**src/rtl/mnist_pkg.sv**
```systemverilog
// mnist_pkg: shared FSM encoding, status codes and abort result code for the MNIST frame controller
package mnist_pkg;
  typedef enum logic [2:0] {
    ST_IDLE,
    ST_RECV,
    ST_WAIT_RES,
    ST_SEND_RES,
    ST_SEND_STAT
  } state_t;
  typedef enum logic [1:0] {
    PH_REQ,
    PH_RISE,
    PH_FALL
  } tx_ph_t;
  localparam logic [7:0] STAT_OK      = 8'h00;
  localparam logic [7:0] STAT_RX_TMO  = 8'h01;
  localparam logic [7:0] STAT_RES_TMO = 8'h02;
  localparam logic [7:0] RES_ABORT    = 8'hFF;
endpackage

```
**src/rtl/mnist_tmo_cnt.sv**
```systemverilog
// mnist_tmo_cnt: saturating timeout counter, terminal count once LIMIT cycles have elapsed since clear
module mnist_tmo_cnt #(
  parameter int LIMIT = 1000
) (
  input  logic sys_clk,
  input  logic sys_rst_n,
  input  logic clr,
  input  logic en,
  output logic tc
);
  localparam int W = $clog2(LIMIT + 1);
  logic [W-1:0] cnt;
  assign tc = cnt == W'(LIMIT);
  always_ff @(posedge sys_clk or negedge sys_rst_n)
    if (!sys_rst_n) cnt <= '0;
    else if (clr) cnt <= '0;
    else if (en && !tc) cnt <= cnt + 1'b1;
endmodule

```
**src/rtl/mnist_frame_ctrl.sv**
```systemverilog
// mnist_frame_ctrl: UART frame receiver feeding the network core, reporting result and status bytes back over UART
module mnist_frame_ctrl
  import mnist_pkg::*;
#(
  parameter int         FRAME_LEN = 784,
  parameter logic [7:0] SYNC_BYTE = 8'hAA,
  parameter int         RX_TMO    = 5_000_000,
  parameter int         RES_TMO   = 1_000_000
) (
  input  logic        sys_clk,
  input  logic        sys_rst_n,
  input  logic [7:0]  rx_byte,
  input  logic        rx_valid,
  output logic [7:0]  px_data,
  output logic        px_valid,
  output logic        core_clr,
  input  logic [31:0] core_result,
  input  logic        core_valid,
  output logic [7:0]  tx_data,
  output logic        tx_start,
  input  logic        tx_busy,
  output logic [3:0]  disp_num,
  output logic [7:0]  err_cnt
);
  localparam int PW = $clog2(FRAME_LEN + 1);
  state_t       state, state_n;
  tx_ph_t       ph, ph_n;
  logic [PW-1:0] px_cnt;
  logic [7:0]   res_byte, stat_byte;
  logic         rx_tc, res_tc;
  logic         sync, px_take, rx_abort, res_ok, res_abort, sending;
  logic         unused_hi;
  assign unused_hi = ^core_result[31:8];
  assign sync      = state == ST_IDLE && rx_valid && rx_byte == SYNC_BYTE;
  assign px_take   = state == ST_RECV && rx_valid && !rx_tc;
  assign rx_abort  = state == ST_RECV && rx_tc;
  assign res_ok    = state == ST_WAIT_RES && core_valid;
  assign res_abort = state == ST_WAIT_RES && res_tc && !core_valid;
  assign sending   = state == ST_SEND_RES || state == ST_SEND_STAT;
  // tx_start is combinational so it can never coincide with tx_busy
  assign tx_start  = sending && ph == PH_REQ && !tx_busy;
  assign tx_data   = state == ST_SEND_STAT ? stat_byte : state == ST_SEND_RES ? res_byte : 8'h00;
  mnist_tmo_cnt #(.LIMIT(RX_TMO)) u_rx_tmo (
    .sys_clk  (sys_clk),
    .sys_rst_n(sys_rst_n),
    .clr      (state != ST_RECV || rx_valid),
    .en       (state == ST_RECV),
    .tc       (rx_tc)
  );
  mnist_tmo_cnt #(.LIMIT(RES_TMO)) u_res_tmo (
    .sys_clk  (sys_clk),
    .sys_rst_n(sys_rst_n),
    .clr      (state != ST_WAIT_RES),
    .en       (state == ST_WAIT_RES),
    .tc       (res_tc)
  );
  always_ff @(posedge sys_clk or negedge sys_rst_n)
    if (!sys_rst_n) begin
      state <= ST_IDLE;
      ph    <= PH_REQ;
    end else begin
      state <= state_n;
      ph    <= ph_n;
    end
  always_comb begin
    state_n = state;
    ph_n    = ph;
    case (state)
      ST_IDLE:     state_n = sync ? ST_RECV : ST_IDLE;
      ST_RECV: begin
        if (rx_abort) begin
          state_n = ST_SEND_RES;
          ph_n    = PH_REQ;
        end else if (px_take && px_cnt == PW'(FRAME_LEN - 1)) state_n = ST_WAIT_RES;
      end
      ST_WAIT_RES: begin
        if (res_ok || res_abort) begin
          state_n = ST_SEND_RES;
          ph_n    = PH_REQ;
        end
      end
      ST_SEND_RES, ST_SEND_STAT: begin
        case (ph)
          PH_REQ:  ph_n = tx_start ? PH_RISE : PH_REQ;
          PH_RISE: ph_n = tx_busy ? PH_FALL : PH_RISE;
          default: begin
            if (!tx_busy) begin
              ph_n    = PH_REQ;
              state_n = state == ST_SEND_RES ? ST_SEND_STAT : ST_IDLE;
            end
          end
        endcase
      end
      default: begin
        state_n = ST_IDLE;
        ph_n    = PH_REQ;
      end
    endcase
  end
  always_ff @(posedge sys_clk or negedge sys_rst_n)
    if (!sys_rst_n) begin
      px_valid  <= 1'b0;
      px_data   <= 8'h00;
      core_clr  <= 1'b0;
      px_cnt    <= '0;
      res_byte  <= 8'h00;
      stat_byte <= 8'h00;
      disp_num  <= 4'h0;
      err_cnt   <= 8'h00;
    end else begin
      px_valid <= px_take;
      core_clr <= rx_abort || res_abort;
      if (px_take) px_data <= rx_byte;
      if (sync) px_cnt <= '0;
      else if (px_take) px_cnt <= px_cnt + 1'b1;
      if (res_ok) begin
        res_byte  <= core_result[7:0];
        stat_byte <= STAT_OK;
        disp_num  <= core_result[3:0];
      end
      if (rx_abort || res_abort) begin
        res_byte  <= RES_ABORT;
        stat_byte <= rx_abort ? STAT_RX_TMO : STAT_RES_TMO;
        if (err_cnt != 8'hFF) err_cnt <= err_cnt + 1'b1;
      end
    end
endmodule

```
**config.mk**
```make
export PLATFORM = sky130hd
export DESIGN_NAME = mnist_frame_ctrl
export DESIGN_NICKNAME = d
export VERILOG_FILES = /design/src/rtl/mnist_pkg.sv /design/src/rtl/mnist_tmo_cnt.sv /design/src/rtl/mnist_frame_ctrl.sv
export SDC_FILE = /design/constraint.sdc
export NUM_CORES = 1
export LEC_CHECK = 0
export BUFFER_PORTS_ARGS = -buffer_cell sky130_fd_sc_hd__clkbuf_2
export CAP_MARGIN = 20
export CORE_MARGIN = 5
export CORE_UTILIZATION = 45
export CTS_CLUSTER_DIAMETER = 120
export DETAILED_ROUTE_END_ITERATION = 16
export GPL_TIMING_DRIVEN = 0
export MAX_ROUTING_LAYER = met4
export PLACE_DENSITY = 0.69
export SYNTH_ARGS = -nofsm -noshare
export SYNTH_HDL_FRONTEND = slang
export SYNTH_HIERARCHICAL = 1
export SYNTH_SLANG_ARGS = --single-unit
```
**constraint.sdc**
```tcl
create_clock -name sys_clk -period 2.55 [get_ports sys_clk]
set_input_delay 0.1275 -clock sys_clk [delete_from_list [all_inputs] [get_ports sys_clk]]
set_output_delay 0.1275 -clock sys_clk [all_outputs]
set_load 0.01 [all_outputs]
```
==> run_results.csv <==
group,metric,value,unit
worst_setup_path,cp-start-kind,"register",
worst_setup_path,crit_type,"reg -> reg",
worst_setup_path,r2r_start,"u_rx_tmo/cnt[0]$_DFFE_PN0P_",
worst_setup_path,rrSetupSlack,90,ps
sta,finalMaxSlewViolations,0,
run,maxCapViolCount,0,
synth,synth.largest_area_cell,"dfrtp_1",
routing,vias,3890,
power_and_ir_drop,p_leak,2.48,nW
sta,min_period_over_period,96.5,%
worst_setup_path,arrival,2690,ps
clock_network,cts.sinks,90,
hold_path,hold_path_class,"in -> reg",
synth,synth_xor_xnor_area_share,4.97,%
clock_network,root_buffer,"clkbuf_8",
clock_network,clock_latency,350,ps
final_layout,drive_gt1_share,24.6,%
synth,syn-instance-count,479,
synth,synth_compound_area_share,9.22,%
final_layout,n_antenna_cell,0,
worst_setup_path,crit_slowest_cell,"or4b_1",
power_and_ir_drop,power_density,729,mW/mm^2
routing,drc,0,
synth,async_reset_ff_share,100,%
floorplan,dieArea,0.0127,mm^2
synth,synth-seq-area-share,47.3,%
synth,ys_warn_count,6,
placement,gp_congestion,0.837,
run_status,status,"completed",
global_routing,grt_max_degree,50,
floorplan,start_util,46.1,%
routing,drt-pass1-iter-count,6,
clock_network,cts_tree,"built",
final_layout,stdcell_area,0.00571,mm^2
final_layout,syn_to_final_growth,20.0,%
floorplan,rows,37,
routing,wl_per_cell,15.5,um
clock_network,cts_buffers,9,
synth,synth_adder_area_share,1.58,%
synth,syn_nets,530,
worst_setup_path,path_cells,"inv_1 -> ha_1 -> nor4bb_2 -> and4_2 -> and2_4 -> or4b_1 -> buf_6 -> nor4_4 -> xnor2_1 -> nor2_2",
sta,max_slew.worst_pin.slew,853,ps
global_routing,track_usage,18.3,%
power_and_ir_drop,totalPowerFinal,4.17,mW
synth,synthTopCellsByCount,"dfrtp_1 (90), nand2_1 (48), nor2_1 (42)",
synth,synth_area,0.00476,mm^2
placement,portBuffers,51,
floorplan,ios,76,
sta,max_freq,407,MHz
routing,wl,10900,um
synth,yosys.area_share.simple,29.1,%
synth,synth_seq_cells,90,
sta,setup_violations,0,
clock_network,htreeDepth,3,
synth,synth_mux_area_share,4.99,%
synth,synth-edff-count,0,
power_and_ir_drop,ir_drop,0.516,mV
worst_setup_path,max_stage_delay,530,ps
hold_path,holdCritStartpoint,"rx_byte[4]",
global_routing,grt_pass1_vias,3914,
worst_setup_path,critPathCaptureType,"register",
synth,synth.most_common_cell,"dfrtp_1",
sta,slew_headroom,42.9,%
sta,rsz0062_at_grt,"yes",
global_routing,grt_first_pass_wirelength,18800,um
routing,drt_iter0_drc,155,
floorplan,core,0.0103,mm^2
worst_setup_path,crit_start,"u_rx_tmo/cnt[0]$_DFFE_PN0P_",
floorplan,die_y,113,um
sta,setup_tns,0,ps
global_routing,antenna_found_initial,0,
synth,ys.flop_type,"dfrtp_1",
synth,synth_top_family_by_area,"simple AND/OR/NAND/NOR gates",
global_routing,overflow,0,
sta,hold_viol_final,0,
placement,place_area,0.00521,mm^2
sta,skew,12.9,ps
routing,avgViaCountPerCell,5.53,
synth,synth_top_area_share,47.3,%
final_layout,num-nets-final,614,
sta,finalCriticalPeriod,2460,ps
synth,yosys.cell_types.count,68,
clock_network,cts_buffer_depth,2,
worst_setup_path,cp.required,2780,ps
floorplan,floorplan.die.width,113,um
synth,syn_avg_cell_area,9.94,um^2
placement,dp_cells,667,
final_layout,instances_no_fill,704,
synth,synthTopCellsByArea,"dfrtp_1 (47%), xor2_1 (3.9%), mux2_2 (3.8%)",
clock_network,clkTransAtPathRegs,90,ps
placement,place_hpwl,7640,um
routing,postRouteAntennaNets,0,
worst_setup_path,crit_fanout,9,
==> critical path: cells and delay by family, from the launching register on <==
kind,cells,cell delay [ps]
xor+xnor,1,160
fa+ha+maj,1,190
buf+inv,2,220
flops,1,350
simple gates,6,1410
==> layer usage <==
layer | global-route usage, % | part of all wire [%]
met4 | 4.09 | 0.94
met3 | 3.48 | 3.3
met1 | 23.5 | 46
met2 | 30.3 | 49
met5 | - | 0
==> logic make-up (layout without fill, tap and decap cells) <==
group / count (synthesis) / after routing
xor gates and xnor gates: 27 / 27
DFF: 90 / 90
adders and majority gates: 6 / 6
muxes: 21 / 21
and+or+nand+nor: 237 / 237
AOI/OAI and AO/OA: 68 / 68
buffers and inverters: 30 / 119
==> registers in the layout (all words and copies together), names as in the netlist <==
register / cells
px_cnt: 10
res_byte: 8
px_data: 8
u_rx_tmo/cnt: 23
u_res_tmo/cnt: 20
px_valid: 1
disp_num: 4
core_clr: 1
stat_byte: 2
ph: 2
err_cnt: 8
state: 3
==> cell type report <==
class	instances	area [um^2]
Tap cell	136	170
Buffer	20	109
Inverter	10	37.5
Timing Repair Buffer	73	460
Clock inverter	7	76.3
Multi-Input combinational cell	359	2480
Sequential cell	90	2250
Fill cell	913	4610
Clock buffer	9	124
==> cell usage in the layout, fill, tap and decap left out, types with 8 or more instances in the layout <==
| cell type | Yosys | routed |
|---|---|---|
| dfrtp_1 | 90 | 89 |
| clkbuf_2 | 0 | 53 |
| nand2_1 | 48 | 48 |
| nor2_1 | 42 | 41 |
| a21oi_1 | 28 | 28 |
| nand3_1 | 28 | 28 |
| xor2_1 | 21 | 21 |
| nand4_1 | 19 | 19 |
| mux2_2 | 16 | 15 |
| buf_4 | 1 | 13 |
| o21ai_0 | 11 | 11 |
| inv_1 | 10 | 10 |
| or3_1 | 10 | 10 |
| dlygate4sd3_1 | 0 | 10 |
| clkbuf_8 | 0 | 9 |
| clkbuf_1 | 13 | 8 |
==> path summary, 6_finish.rpt <==
path | cells after the start | endpoint
min in group asynchronous | 2 | px_valid$_DFF_PN0_
setup / recovery | 10 | px_cnt[7]$_DFFE_PN0P_
hold reg to reg | 2 | disp_num[2]$_DFFE_PN0P_
max in group asynchronous | 3 | stat_byte[1]$_DFFE_PN0P_
hold / removal | 2 | px_data[4]$_DFFE_PN0P_
setup reg to reg | 10 | px_cnt[7]$_DFFE_PN0P_
==> through the flow <==
stage | hold slack (ps) | util (%) | setup slack [ps]
after floorplan | -168 | - | 119
after global placement | 344 | 50.2 | -283
after detailed placement | 245 | 50.5 | -369
after CTS | 1.30 | 54.0 | 13.5
after global routing | 9.98 | 55.3 | -17.9
final | 19.9 | 55.3 | 90.4
==> power by group <==
group / switching, mW / internal (mW)
sequential: 0.147 / 1.66
clock: 0.528 / 0.462
combinational: 0.791 / 0.578
total: 1.47 / 2.70
==> timing repair <==
item                                    in CTS  in global routing
cloned                                       0                  0
endpoints found under the hold margin       59                  0
pin swaps                                    2                  8
hold buffers                                10                  0
gates resized for setup                     12                 22
endpoints found under the setup margin      42                 28
buffers inserted                             3                  8
No activity file was read; power rests on OpenSTA's default activity.
